--- src/rtl/fc_classifier.sv ---
// Fully-connected classifier stage that follows CONV2.
// A start pulse makes it read the flattened feature map, the weights and the biases
// from the shared BRAM. It computes NOut signed fixed-point logits, writes them back
// to BRAM and reports the argmax class.
// Ports:
//   clk_i, rst_ni  clock and asynchronous active-low reset
//   fc_start_i     one-cycle start pulse, honoured only in idle
//   mem_out_i      BRAM read data, valid one cycle after the address
//   memaddr_o      BRAM address; wea_w_o/mem_in_o form the BRAM write port
//   fc_busy_o      high while the block owns the BRAM port
//   fc_finish_o    one-cycle completion pulse
//   class_idx_o    argmax index, held until the next run completes
//   class_score_o  logit of class_idx_o
module fc_classifier #(
  parameter int unsigned Width      = 8,
  parameter int unsigned Decimal    = 4,
  parameter int unsigned MemAddrBit = 17,
  parameter int unsigned NIn        = 256,
  parameter int unsigned NOut       = 10,
  parameter int unsigned InAddr     = 4549,
  parameter int unsigned WAddr      = 4805,
  parameter int unsigned BAddr      = 7365,
  parameter int unsigned OutAddr    = 7375
) (
  input  logic                  clk_i,
  input  logic                  rst_ni,
  input  logic                  fc_start_i,
  input  logic [Width-1:0]      mem_out_i,
  output logic [MemAddrBit-1:0] memaddr_o,
  output logic                  wea_w_o,
  output logic [Width-1:0]      mem_in_o,
  output logic                  fc_busy_o,
  output logic                  fc_finish_o,
  output logic [3:0]            class_idx_o,
  output logic [Width-1:0]      class_score_o
);

  localparam int unsigned IW   = $clog2(NIn);
  localparam int unsigned AccW = 2 * Width + IW;

  localparam logic signed [AccW:0]  SatMax   = (AccW + 1)'(2 ** (Width - 1) - 1);
  localparam logic signed [AccW:0]  SatMin   = ~SatMax;
  localparam logic [Width-1:0]      MinScore = {1'b1, {(Width - 1){1'b0}}};

  typedef enum logic [2:0] {StIdle, StRdX, StRdW, StRdB, StAccB, StWr, StDone} state_e;

  state_e              state_q, state_d;
  logic [IW-1:0]       i_q, i_d;
  logic [3:0]          j_q, j_d;
  logic [AccW-1:0]     acc_q, acc_d;
  logic [Width-1:0]    x_q, x_d;
  logic [Width-1:0]    res_q, res_d;
  logic [Width-1:0]    best_score_q, best_score_d;
  logic [3:0]          best_idx_q, best_idx_d;
  logic [3:0]          class_idx_q, class_idx_d;
  logic [Width-1:0]    class_score_q, class_score_d;

  logic signed [2*Width-1:0] prod;
  logic [AccW-1:0]           prod_ext;
  logic signed [AccW:0]      bias_sh;
  logic signed [AccW:0]      sum;
  logic signed [AccW:0]      shifted;
  logic [Width-1:0]          res_sat;

  assign prod     = $signed(x_q) * $signed(mem_out_i);
  assign prod_ext = {{IW{prod[2*Width-1]}}, prod};

  // Bias is aligned to the product scale (2*Decimal fractional bits) before the sum.
  assign bias_sh = $signed({{(AccW + 1 - Width){mem_out_i[Width-1]}}, mem_out_i}) <<< Decimal;
  assign sum     = $signed({acc_q[AccW-1], acc_q}) + bias_sh;
  assign shifted = sum >>> Decimal;  // arithmetic shift floors toward minus infinity

  always_comb begin
    if (shifted > SatMax)      res_sat = SatMax[Width-1:0];
    else if (shifted < SatMin) res_sat = SatMin[Width-1:0];
    else                       res_sat = shifted[Width-1:0];
  end

  assign mem_in_o      = res_q;
  assign class_idx_o   = class_idx_q;
  assign class_score_o = class_score_q;

  always_comb begin
    state_d       = state_q;
    i_d           = i_q;
    j_d           = j_q;
    acc_d         = acc_q;
    x_d           = x_q;
    res_d         = res_q;
    best_score_d  = best_score_q;
    best_idx_d    = best_idx_q;
    class_idx_d   = class_idx_q;
    class_score_d = class_score_q;
    memaddr_o     = '0;
    wea_w_o       = 1'b0;
    fc_busy_o     = 1'b1;
    fc_finish_o   = 1'b0;

    unique case (state_q)
      StIdle: begin
        fc_busy_o = 1'b0;
        if (fc_start_i) begin
          state_d      = StRdX;
          i_d          = '0;
          j_d          = '0;
          acc_d        = '0;
          best_score_d = MinScore;
          best_idx_d   = '0;
        end
      end
      StRdX: begin
        memaddr_o = MemAddrBit'(InAddr) + MemAddrBit'(i_q);
        // Read data here is the weight of input i-1; nothing is pending at i == 0.
        if (i_q != '0) acc_d = acc_q + prod_ext;
        state_d = StRdW;
      end
      StRdW: begin
        memaddr_o = MemAddrBit'(WAddr) + MemAddrBit'(j_q) * MemAddrBit'(NIn) + MemAddrBit'(i_q);
        x_d       = mem_out_i;
        if (i_q == IW'(NIn - 1)) begin
          state_d = StRdB;
        end else begin
          i_d     = i_q + IW'(1);
          state_d = StRdX;
        end
      end
      StRdB: begin
        memaddr_o = MemAddrBit'(BAddr) + MemAddrBit'(j_q);
        acc_d     = acc_q + prod_ext;
        state_d   = StAccB;
      end
      StAccB: begin
        res_d   = res_sat;
        state_d = StWr;
      end
      StWr: begin
        memaddr_o = MemAddrBit'(OutAddr) + MemAddrBit'(j_q);
        wea_w_o   = 1'b1;
        // Strict compare keeps the lowest index on ties.
        if ($signed(res_q) > $signed(best_score_q)) begin
          best_score_d = res_q;
          best_idx_d   = j_q;
        end
        acc_d = '0;
        i_d   = '0;
        if (j_q == 4'(NOut - 1)) begin
          state_d = StDone;
        end else begin
          j_d     = j_q + 4'd1;
          state_d = StRdX;
        end
      end
      StDone: begin
        fc_busy_o     = 1'b0;
        fc_finish_o   = 1'b1;
        class_idx_d   = best_idx_q;
        class_score_d = best_score_q;
        state_d       = StIdle;
      end
      default: state_d = StIdle;
    endcase
  end

  always_ff @(posedge clk_i or negedge rst_ni) begin
    if (!rst_ni) begin
      state_q       <= StIdle;
      i_q           <= '0;
      j_q           <= '0;
      acc_q         <= '0;
      x_q           <= '0;
      res_q         <= '0;
      best_score_q  <= '0;
      best_idx_q    <= '0;
      class_idx_q   <= '0;
      class_score_q <= '0;
    end else begin
      state_q       <= state_d;
      i_q           <= i_d;
      j_q           <= j_d;
      acc_q         <= acc_d;
      x_q           <= x_d;
      res_q         <= res_d;
      best_score_q  <= best_score_d;
      best_idx_q    <= best_idx_d;
      class_idx_q   <= class_idx_d;
      class_score_q <= class_score_d;
    end
  end

endmodule

--- config.mk ---
export PLATFORM = sky130hd
export DESIGN_NAME = fc_classifier
export DESIGN_NICKNAME = d
export VERILOG_FILES = /design/src/rtl/fc_classifier.sv
export SDC_FILE = /design/constraint.sdc
export NUM_CORES = 1
export LEC_CHECK = 0
export ABC_AREA = 0
export CAP_MARGIN = 20
export CORE_MARGIN = 2
export CORE_UTILIZATION = 26
export CTS_BUF_LIST = sky130_fd_sc_hd__clkbuf_2
export DETAILED_ROUTE_END_ITERATION = 16
export HOLD_SLACK_MARGIN = 0.05
export SLEW_MARGIN = 10
export SYNTH_ARGS = -nofsm -noshare
export SYNTH_HDL_FRONTEND = slang
export SYNTH_SLANG_ARGS = --single-unit
--- constraint.sdc ---
create_clock -name clk_i -period 16.85 [get_ports clk_i]
set_clock_uncertainty 0.2 [all_clocks]
set_input_delay 3.37 -clock clk_i [delete_from_list [all_inputs] [get_ports clk_i]]
set_output_delay 3.37 -clock clk_i [all_outputs]
set_load 0.01 [all_outputs]
==> impl_metrics.yaml, run 1 <==
outcome:
  status: "finished, final reports clean"
timing:
  slew_headroom_pct: 36.6
  timing.fmax_mhz: 95.6
  finalCriticalPeriod_ns: 10.46
  setup_violations: 0
  slew_violations: 0
  finalCritPeriodShare_pct: 62.1
  hold_viol_final: 0
  setup_tns_ns: 0
  rsz0062_at_grt: "false"
  worst_pin_slew_ns: 0.948
synthesis:
  synth_top_area_share_pct: 22.8
  synth_adder_area_share_pct: 25.8
  ys_seq_area_share_pct: 22.8
  synth.area.mux_share_pct: 2.45
  synth_xor_area_share_pct: 6.67
  synth_ff_type: "dfrtp_1"
  synth_top_family_by_area: "adder cells"
  synth_compound_area_share_pct: 15.7
  synthTopCellsByArea: "dfrtp_1, fa_1, ha_1, inv_1, nand2_1"
  synth_largest_area_cell: "dfrtp_1"
  yosysUniqueCellTypes: 74
  synth-simple-area-share_pct: 19.2
  synth_edf_count: 0
  syn_inst: 1015
  async_flop_share_pct: 100
  ys_ff_latch: 79
  ys_warn_count: 0
  syn_avg_cell_area_um2: 8.54
  netlist_area_um2: 8670
worst_setup_path:
  rr_worst_depth: 24
  critPathRequiredTime_ns: 17.23
  crit_path_start: "mem_out_i[7]"
  cp_common_cell: "fa_1"
  cp.arrival_ns: 10.84
  r2r_start: "x_q[7]$_DFFE_PN0P_"
  rrSetupSlack_ns: 9.55
  r2r_end: "acc_q[23]$_DFFE_PN0P_"
  startpoint_type: "input pin"
  critical_path.n_buffers_inverters: 4
  end_kind: "flip-flop"
  critical_path.slowest_cell: "clkdlybuf4s50_1"
  path_class: "in -> reg"
  cpPeakStageDelay_ns: 1.09
  cp_top_family: "adder cells"
  path_max_fanout: 23
clock_network:
  cts_setup_buffers: 0
  clk_pin_slew_ns: 0.30
  h-tree-depth: 3
  cts_made_buffers: 9
  cts_max_path_buffers: 2
  cts_tree: "done"
  cts.repair.resized: 0
  cts_hold_buffers: 0
  clk_latency_ns: 0.63
  cts_root_buf: "clkbuf_2"
  clock_sinks: 79
layout:
  area_delta_synth_final_pct: 11.6
  layout_commonest_cell: "inv_1"
  fillerInstances: 3537
  drive_above_1_share_pct: 4.56
  nets: 1203
  final_cell_mix: "inv_1, nand2_1, ha_1"
detailed_routing:
  wirelength_um: 20100
  avgViaCountPerCell: 4.74
  num_vias: 7087
  drc: 0
  dr.pass1.iters: 5
  drt-wirelength-per-cell_um: 13.4
  drtIter0Drc: 388
  antenna_left: 0
placed_design:
  port-buffer-count: 47
  gp_congestion: 0.872
  dp_hpwl_um: 15700
hold_path:
  holdPathEnd: "class_score_o[2]$_DFFE_PN0P_"
  hp-start: "class_score_o[2]$_DFFE_PN0P_"
  hold_path.class: "reg -> reg"
  holdPathStages: 2
die:
  initial_core_util_pct: 26.5
  dieArea_um2: 34800
  coreArea_um2: 32700
  die_h_um: 187
  ioPinCount: 51
  rows: 66
  die_w_um: 187
global_route:
  grt_pass1_wl_um: 34900
  grtUsageTotal_pct: 12.1
  first_global_vias: 6954
  grt_max_degree: 64
  grt-ovfl-total: 0
  grt_antenna_before_repair: 1
flow_run:
  max-cap-violations: 0
final cells by class:
| cell class | count | area, um2 | share of cell area (%) |
|---|---|---|---|
| flip-flops and latches | 79 | 1980 | 20.4 |
| repair buffers | 51 | 498 | 5.15 |
| multi-input cells | 783 | 6060 | 62.7 |
| diodes | 1 | 2.50 | 0.0259 |
| clock buffers | 9 | 45.0 | 0.466 |
| inverters | 124 | 465 | 4.81 |
| well taps | 442 | 553 | 5.72 |
| clock inverters | 7 | 70.1 | 0.724 |
sequential cells by signal, indices dropped and copies added (netlist names):
signal / count
best_idx_q: 4
i_q: 8
best_score_q: 8
class_idx_o: 4
class_score_o: 8
x_q: 8
j_q: 4
state_q: 3
acc_q: 24
mem_in_o: 8
layer usage:
layer,share of wire [%],GRT usage [%]
met2,43,18.5
met5,0,0
met4,1.0,2.75
met3,4.0,2.33
met1,52,17.5
cell usage after synthesis (4+ instances only):
cell      count
nor2_1       57
o22ai_1      13
fa_1         58
a211oi_1      8
or2_2         6
o21bai_1      8
o21ai_0      67
and2_1       47
or3_1         5
nand4_1       9
nand2b_1     10
dfrtp_1      79
mux2i_1      10
nor3b_1       4
nand3_1      22
and3_1        9
nor3_1       22
inv_1       124
a31oi_1      10
nand2_1     106
a21o_1       12
clkbuf_1     19
xor2_1       24
o31ai_1       4
o21a_1        7
mux2_2       10
a21oi_1      50
ha_1         86
nor2b_1      17
xnor2_1      42
cells by family (layout without fill, tap and decap cells):
| logic type | count (synthesis) | after routing |
|---|---|---|
| AO/OA/AOI/OAI | 217 | 217 |
| multiplexers | 20 | 20 |
| XOR/XNOR | 66 | 66 |
| other | 1 | 4 |
| AND/OR/NAND/NOR | 333 | 333 |
| adder cells (fa/ha/maj) | 144 | 144 |
| buffers and inverters | 155 | 191 |
| flip-flops | 79 | 79 |
worst register-to-register path, cell delays in order, from the launching register on:
cell and delay [ns]:
dfrtp_1 0.55, and2_1 0.23, fa_1 0.62, inv_1 0.15, fa_1 0.55, inv_1 0.05
fa_1 0.52, inv_1 0.05, fa_1 0.52, inv_1 0.04, ha_1 0.34, and3_1 0.19
a21oi_1 0.17, a31oi_1 0.13, xnor2_1 0.75, ha_1 0.43, a21oi_1 0.20, o21bai_1 0.10
a31oi_1 0.21, nor2b_1 0.28, o21ai_0 0.18, o31ai_1 0.29, xor2_1 0.12, a21o_1 0.21
a21o_1 0.17
through the flow:
step | instances | instance area (um2) | hold slack [ns] | utilization, % | worst slack [ns]
finish | 1496 | 9670 | 0.315 | 29.6 | 6.39
CTS | 1495 | 9670 | 0.328 | 29.6 | 6.44
detailed placement | 1479 | 9550 | 0.272 | 29.2 | 5.70
global placement | 1479 | 9550 | 0.263 | 29.2 | 5.90
global route | 1496 | 9670 | 0.350 | 29.6 | 5.94
floorplan | 1017 | 8670 | 0.256 | - | 7.38
worst max path at each step:
stage	slack (ns)	end	depth (start not counted)
finish	6.39	acc_q[23]$_DFFE_PN0P_	26
global route	5.94	acc_q[23]$_DFFE_PN0P_	26
CTS	6.44	acc_q[23]$_DFFE_PN0P_	24
detailed placement	5.70	acc_q[23]$_DFFE_PN0P_	24
global placement	5.90	acc_q[23]$_DFFE_PN0P_	26
floorplan	7.38	acc_q[23]$_DFFE_PN0P_	24
Power of run 1 is left out: the tool's default activity adds up to more than one toggle a clock period on the data nets, which glitch-free logic cannot reach.
==> inputs of run 2 (changes only) <==
==> constraint.sdc (replaced) <==
create_clock -name clk_i -period 9.7 [get_ports clk_i]
set_clock_uncertainty 0.2 [all_clocks]
set_input_delay 1.94 -clock clk_i [delete_from_list [all_inputs] [get_ports clk_i]]
set_output_delay 1.94 -clock clk_i [all_outputs]
set_load 0.01 [all_outputs]
==> run 2 against run 1 <==
Compared with the run above: cell area up 0.44%; register-to-register slack worse by 6.8 ns; hold slack better by 0.0019 ns; via count about the same; non-clock buffer count up 5; global-route usage about the same; final cell count up 0.33%; critical path depth up 2; worst setup slack worse by 5.1 ns; critical path type unchanged; first-iteration DRC count up 28%; die area unchanged; count of clock-buffer cells in the layout unchanged.
==> impl_metrics.yaml, run 2 (synthesis gave the netlist of run 1 again) <==
outcome:
  status: "finished, final reports clean"
layout:
  final_cell_mix: "inv_1, nand2_1, ha_1"
  nets: 1208
  area_delta_synth_final_pct: 12.1
  drive_above_1_share_pct: 5.01
  largest_register: "acc_q"
  largest_reg_flops: 24
  layout_commonest_cell: "inv_1"
clock_network:
  cts_max_path_buffers: 2
  cts_setup_buffers: 0
  h-tree-depth: 3
  cts.repair.resized: 0
  cts_tree: "done"
  cts_hold_buffers: 0
  clock_sinks: 79
  cts_root_buf: "clkbuf_2"
  clk_pin_slew_ns: 0.27
  cts_made_buffers: 9
  clk_latency_ns: 0.63
die:
  ioPinCount: 51
  initial_core_util_pct: 26.5
  dieArea_um2: 34800
  coreArea_um2: 32700
  rows: 66
  die_w_um: 187
  die_h_um: 187
global_route:
  grtUsageTotal_pct: 12.1
  grt_pass1_wl_um: 35000
  grt_antenna_before_repair: 1
  grt_max_degree: 50
  grt-ovfl-total: 0
  first_global_vias: 7080
detailed_routing:
  drt-wirelength-per-cell_um: 13.7
  num_vias: 7088
  drtIter0Drc: 496
  drc: 0
  dr.pass1.iters: 5
  antenna_left: 0
  dr_wl_met3_um: 728
  avgViaCountPerCell: 4.72
  highest_layer: "met4"
  met1_length_um: 10300
  wirelength_um: 20500
  dr_wl_met2_um: 9320
worst_setup_path:
  path_max_fanout: 10
  startpoint_type: "input pin"
  path_class: "in -> reg"
  critical_path.slowest_cell: "clkdlybuf4s50_1"
  cp.arrival_ns: 8.72
  cpPeakStageDelay_ns: 0.66
  end_kind: "flip-flop"
  cp_top_family: "adder cells"
  critical_path.n_buffers_inverters: 5
  critPathRequiredTime_ns: 10.02
timing:
  whs_ns: 0.317
  hold_viol_final: 0
  finalCritPeriodShare_pct: 86.6
  finalCriticalPeriod_ns: 8.40
  rsz0062_at_grt: "false"
  timing.fmax_mhz: 119
  slew_violations: 0
  setup_violations: 0
  setup_ws_ns: 1.30
  setup_tns_ns: 0
  worst_pin_slew_ns: 0.806
  slew_headroom_pct: 46.3
placed_design:
  dp_hpwl_um: 16100
  post-place-ws_ns: 0.655
  gp_congestion: 0.821
  port-buffer-count: 47
flow_run:
  max-cap-violations: 0
hold_path:
  hold_path.class: "reg -> reg"
## run 2: changes by cell type in the layout (fill, tap and decap cells not counted), sizes merged
cell | before | now
buf | 5 | 10
## run 2: layer usage
layer / GRT usage (%) / up-vias
met4: 2.38 / 0
li1: - / 3525
met5: 0 / -
met1: 16.8 / 3422
met2: 19.8 / 134
met3: 2.03 / 7
## run 2: final timing paths
check	depth (start not counted)	endpoint	start	slack, ns
max	28	acc_q[23]$_DFFE_PN0P_	mem_out_i[4]	1.30
min	2	class_score_o[2]$_DFFE_PN0P_	class_score_o[2]$_DFFE_PN0P_	0.32
max reg2reg	27	acc_q[23]$_DFFE_PN0P_	x_q[3]$_DFFE_PN0P_	2.73
min reg2reg	2	class_score_o[2]$_DFFE_PN0P_	class_score_o[2]$_DFFE_PN0P_	0.32
max in group asynchronous	2	acc_q[10]$_DFFE_PN0P_	rst_ni	7.23
min in group asynchronous	1	j_q[2]$_DFFE_PN0P_	rst_ni	0.98
## run 2: through the flow
| stage | instances | instance area [um2] | util, % |
|---|---|---|---|
| 6_report | 1501 | 9710 | 29.7 |
| 5_1_grt | 1501 | 9710 | 29.7 |
| 4_1_cts | 1500 | 9710 | 29.7 |
| 3_5_place_dp | 1484 | 9590 | 29.3 |
| 3_3_place_gp | 1484 | 9590 | 29.3 |
| 2_1_floorplan | 1017 | 8670 | - |
## run 2: layout make-up
| class | count | area, um2 |
|---|---|---|
| Antenna cell | 1 | 2.50 |
| Clock buffer | 9 | 45.0 |
| Clock inverter | 7 | 75.1 |
| Fill cell | 3492 | 23000 |
| Inverter | 124 | 465 |
| Multi-Input combinational cell | 783 | 6060 |
| Sequential cell | 79 | 1980 |
| Tap cell | 442 | 553 |
| Timing Repair Buffer | 56 | 536 |
## run 2: worst register-to-register path, stage by stage (launching register included)
cell,delay (ns)
dfrtp_1,0.59
and2_1,0.25
fa_1,0.55
inv_1,0.05
fa_1,0.47
inv_1,0.05
fa_1,0.55
inv_1,0.06
fa_1,0.53
inv_1,0.04
ha_1,0.32
a21oi_1,0.22
o21bai_1,0.09
a21oi_1,0.23
o21bai_1,0.10
a21oi_1,0.22
o21bai_1,0.09
a21oi_1,0.18
xnor2_1,0.08
ha_1,0.34
nand2_1,0.09
nor2_1,0.13
nand3_1,0.14
a2111oi_0,0.56
o31ai_1,0.18
xor2_1,0.18
a21o_1,0.20
a21o_1,0.17
Power of run 2 is left out for the same reason.
==> inputs of run 3 (changes only) <==
--- a/config.mk
+++ b/config.mk
@@ -12,7 +12,7 @@
 export CTS_BUF_LIST = sky130_fd_sc_hd__clkbuf_2
 export DETAILED_ROUTE_END_ITERATION = 16
 export HOLD_SLACK_MARGIN = 0.05
-export SLEW_MARGIN = 10
+export SLEW_MARGIN = 25
 export SYNTH_ARGS = -nofsm -noshare
 export SYNTH_HDL_FRONTEND = slang
 export SYNTH_SLANG_ARGS = --single-unit
==> results of run 3 <==
No change in the layout: final DEF, timing and power equal those of run 2.
Power of run 3 is left out for the same reason.
==> RTL change 1 (config.mk and constraints of run 2) <==
Make the reset (`rst_ni`) synchronous in one clocked block. Comments in the files are not updated.
--- a/src/rtl/fc_classifier.sv
+++ b/src/rtl/fc_classifier.sv
@@ -161,7 +161,7 @@
     endcase
   end
 
-  always_ff @(posedge clk_i or negedge rst_ni) begin
+  always_ff @(posedge clk_i) begin
     if (!rst_ni) begin
       state_q       <= StIdle;
       i_q           <= '0;
Behaviour: differs if rst_ni is asserted again (counterexample within 4 cycles, from zero or initial values and one cycle with rst_ni low); with rst_ni held inactive, the same outputs for 10 cycles.
==> RTL change 1 against run 2 <==
- worst hold slack worse by 0.037 ns
- non-clock buffer count fell by 2
- sequential cell count unchanged
- cell area is 3.9% lower
- synthesized area is 3.9% lower
- wire length fell by 0.44%
- worst setup slack better by 0.092 ns
- global-route usage is 0.73 points higher
- largest cell class unchanged
- highest routed layer unchanged
Power is left out: it rests on default switching activity, and per cell area and clock period it moved more than threefold.
==> RTL change 1: results (changes against run 2) <==
Met2 global-route usage - 21.8% (was 19.8%)
R2R Setup Slk - 2.88 ns (was 2.73 ns)
First-pass GRT wire length - 34.9 mm (was 35.0 mm)
Clock slew at reported path FFs - 0.23 ns (was 0.27 ns)
Metal3 WL - 642 um (was 728 um)
DRT Wirelength - 20.4 mm (was 20.5 mm)
Layout cells sized above 1 - 3.13% (was 5.01%)
Via density per instance - 4.84 (was 4.72)
Num CTS Buffers - 9 (unchanged)
Detail Route met2 WL - 9.81 mm (was 9.32 mm)
Dpl cells - 1442 (was 1484)
Capture point of the critical path - acc_q[23]$_SDFFE_PN0P_ (was acc_q[23]$_DFFE_PN0P_)
Via count - 7066 (was 7088)
Area after DPL - 9250 um^2 (was 9590 um^2)
Hold Worst Slack - 0.280 ns (was 0.317 ns)
Most used DFF post-synth - dfxtp_1 (was dfrtp_1)
WP data arrival - 8.64 ns (was 8.72 ns)
Dpl ws - 0.735 ns (was 0.655 ns)
Top post-synthesis cells by area - dfxtp_1 (19%), fa_1 (14%), ha_1 (13%) (was dfrtp_1 (23%), fa_1 (13%), ha_1 (12%))
R2R Path End - acc_q[23]$_SDFFE_PN0P_ (was acc_q[23]$_DFFE_PN0P_)
Rel. slew slack - 30.2% (was 46.3%)
Nets - 1207 (was 1208)
Total GRT Usage - 12.8% (was 12.1%)
Sequential cell area fraction in the yosys report - 19.0% (was 22.8%)
Metal-1 WL - 9.45 mm (was 10.3 mm)
Initial DRC count - 382 (was 496)
Synth cell count leaders - inv_1 (123), nand2_1 (89), ha_1 (86) (was inv_1 (124), nand2_1 (106), ha_1 (86))
Critical Path Start - mem_out_i[4] (unchanged)
GPL Wtd Cong - 0.827 (was 0.821)
Post-synth cell types - 68 (was 74)
Hold Startpoint - class_score_o[1]$_SDFFE_PN0P_ (was class_score_o[2]$_DFFE_PN0P_)
Vias in the first global route - 6907 (was 7080)
M1 GR Usage - 16.7% (was 16.8%)
Root buf cell - clkbuf_2 (unchanged)
GRT met3 Usage - 1.47% (was 2.03%)
Skew-Pair Late Insertion Delay - 0.64 ns
Largest net degree at the start of global routing - 68 (was 50)
Status - finished, final reports clean (unchanged)
Hold path endpoint - class_score_o[1]$_SDFFE_PN0P_ (was class_score_o[2]$_DFFE_PN0P_)
FF-to-FF path depth - 25 (was 27)
DP Wirelength - 15.8 mm (was 16.1 mm)
Final min period - 8.31 ns (was 8.40 ns)
RTL change 1: worst min-delay path, delay by kind of cell, from the launching register on:
family / cells / cell delay (ns)
flops: 1 / 0.36
compound gates: 1 / 0.06
simple gates: 1 / 0.04
RTL change 1: cell type report:
class | instances | area, um^2
antenna | 1 | 2.50
clock buffer | 9 | 45.0
clock inverter | 6 | 37.5
fill | 3376 | 22200
inverter | 123 | 462
multi-input combinational | 785 | 6190
sequential | 79 | 1580
tap | 402 | 503
timing repair buffer | 54 | 515
RTL change 1: cell families (layout without fill, tap and decap cells):
family / Yosys count / count (layout) / synth area share, %
simple gates: 319 / 319 / 19.7
compound gates: 246 / 246 / 19.7
buf+inv: 150 / 192 / 6.91
fa+ha+maj: 144 / 144 / 26.9
flops: 79 / 79 / 19.0
xor+xnor: 69 / 69 / 7.26
mux: 4 / 4 / 0.496
other cells: 1 / 4 / 0.0450
==> RTL change 2 (flow settings as in run 2) <==
Made on the original files. `Width`: 8 -> 7.
--- a/src/rtl/fc_classifier.sv
+++ b/src/rtl/fc_classifier.sv
@@ -12,7 +12,7 @@
 //   class_idx_o    argmax index, held until the next run completes
 //   class_score_o  logit of class_idx_o
 module fc_classifier #(
-  parameter int unsigned Width      = 8,
+  parameter int unsigned Width      = 7,
   parameter int unsigned Decimal    = 4,
   parameter int unsigned MemAddrBit = 17,
   parameter int unsigned NIn        = 256,
Interface: changed (resized class_score_o, mem_in_o and mem_out_i); port bits go from 51 to 48. No check against the original RTL was run, so the function may have changed too.
==> RTL change 2 against run 2 <==
- maximum frequency hardly changed
- cell count down 11%
- wire length shrank 16%
- synthesized area decreased by 11%
- die area fell by 11%
- worst setup slack got worse by 0.0040 ns
- sequential cell count fell by 6
- worst hold slack worse by 0.0063 ns
- cell area down 10%
- non-clock buffer count is 5 lower
- register-to-register slack improved by 0.07 ns
- largest cell class unchanged
- highest routed layer unchanged
Power is left out: the tool's default activity adds up to more than one toggle a clock period on the data nets, which glitch-free logic cannot reach.
==> RTL change 2: results (changes against run 2) <==
I/O Buffers - 44 (was 47)
Layout cells sized above 1 - 5.21% (was 5.01%)
Largest net degree at the start of global routing - 74 (was 50)
Synth cell count leaders - inv_1 (106), nand2_1 (96), ha_1 (82) (was inv_1 (124), nand2_1 (106), ha_1 (86))
Status - finished, final reports clean (unchanged)
Via count - 6230 (was 7088)
Skew-Pair Late Insertion Delay - 0.61 ns (was 0.63 ns)
Top post-synthesis cells by area - dfrtp_1 (24%), ha_1 (13%), fa_1 (11%) (was dfrtp_1 (23%), fa_1 (13%), ha_1 (12%))
M1 GR Usage - 16.1% (was 16.8%)
Critical path peak fanout - 14 (was 10)
DRT Wirelength - 17.3 mm (was 20.5 mm)
Worst Tran Pin Value - 1.05 ns (was 0.806 ns)
Post-synth cell types - 76 (was 74)
Area after DPL - 8570 um^2 (was 9590 um^2)
Hold path endpoint - best_score_q[1]$_DFFE_PN0P_ (was class_score_o[2]$_DFFE_PN0P_)
Total GRT Usage - 11.4% (was 12.1%)
Sequential cell area fraction in the yosys report - 23.7% (was 22.8%)
Initial DRC count - 370 (was 496)
Via density per instance - 4.68 (was 4.72)
Deepest clock path buffer count - 2 (unchanged)
Vias in the first global route - 5906 (was 7080)
GRT met3 Usage - 1.85% (was 2.03%)
Syn Inst Count - 899 (was 1015)
GPL Wtd Cong - 0.825 (was 0.821)
WP data arrival - 8.71 ns (was 8.72 ns)
R2R Setup Slk - 2.80 ns (was 2.73 ns)
Reg-to-reg startpoint - x_q[0]$_DFFE_PN0P_ (was x_q[3]$_DFFE_PN0P_)
First-pass GRT wire length - 29.2 mm (was 35.0 mm)
Initial DRT Pass Iterations - 4 (was 5)
FF-to-FF path depth - 24 (was 27)
Hold Startpoint - best_score_q[1]$_DFFE_PN0P_ (was class_score_o[2]$_DFFE_PN0P_)
Dpl ws - 0.638 ns (was 0.655 ns)
Met2 global-route usage - 18.5% (was 19.8%)
Hold Worst Slack - 0.311 ns (was 0.317 ns)
Worst setup margin - 1.30 ns (about the same)
CP peak stage delay - 0.68 ns (was 0.66 ns)
DP Wirelength - 13.6 mm (was 16.1 mm)
Dpl cells - 1314 (was 1484)
Critical Path Start - mem_out_i[2] (was mem_out_i[4])
-- RTL change 2: changes by cell type after synthesis, moves of 7 or more --
cell,before,now
inv_1,124,106
nand2_1,106,96
fa_1,58,42
a22o_1,2,17
xnor2_1,42,31
o22ai_1,13,5
or3_1,5,12
nor2b_1,17,10
nor2_1,57,42
o21ai_0,67,59
and2_1,47,31
-- RTL change 2: layer usage --
metal,part of all wire (%),vias to the layer above
li1,-,3189
met4,0.81,0
met3,2.9,10
met5,0,-
met2,45,85
met1,51,2946
-- RTL change 2: cell families (layout without fill, tap and decap cells) --
logic type               after synthesis  after routing  synth area share, %
AND/OR/NAND/NOR                      283            283                 18.2
AO/OA/AOI/OAI                        218            218                 19.4
buffers and inverters                136            175                 6.90
adder cells (fa/ha/maj)              124            124                 24.2
flip-flops                            73             73                 23.7
XOR/XNOR                              53             53                 6.02
multiplexers                          11             11                 1.54
other                                  1              4               0.0487
-- RTL change 2: cell type report --
cell class,count,area (um^2)
diodes,1,2.50
inverters,108,405
multi-input cells,692,5360
flip-flops and latches,73,1830
repair buffers,51,490
clock buffers,9,45.0
fillers,3116,20700
clock inverters,7,83.8
well taps,390,488
-- RTL change 2: how the worst max path moves through the flow --
stage / depth (start not counted) / endpoint
floorplan: 23 / acc_q[21]$_DFFE_PN0P_
global placement: 25 / acc_q[21]$_DFFE_PN0P_
detailed placement: 25 / acc_q[21]$_DFFE_PN0P_
CTS: 25 / acc_q[21]$_DFFE_PN0P_
global route: 25 / acc_q[21]$_DFFE_PN0P_
finish: 25 / acc_q[21]$_DFFE_PN0P_
-- RTL change 2: tightest hold or removal path, cell delays in order, from the launching register on --
cell and delay [ns]:
dfrtp_1 0.39, nand2_1 0.04, o21ai_0 0.06
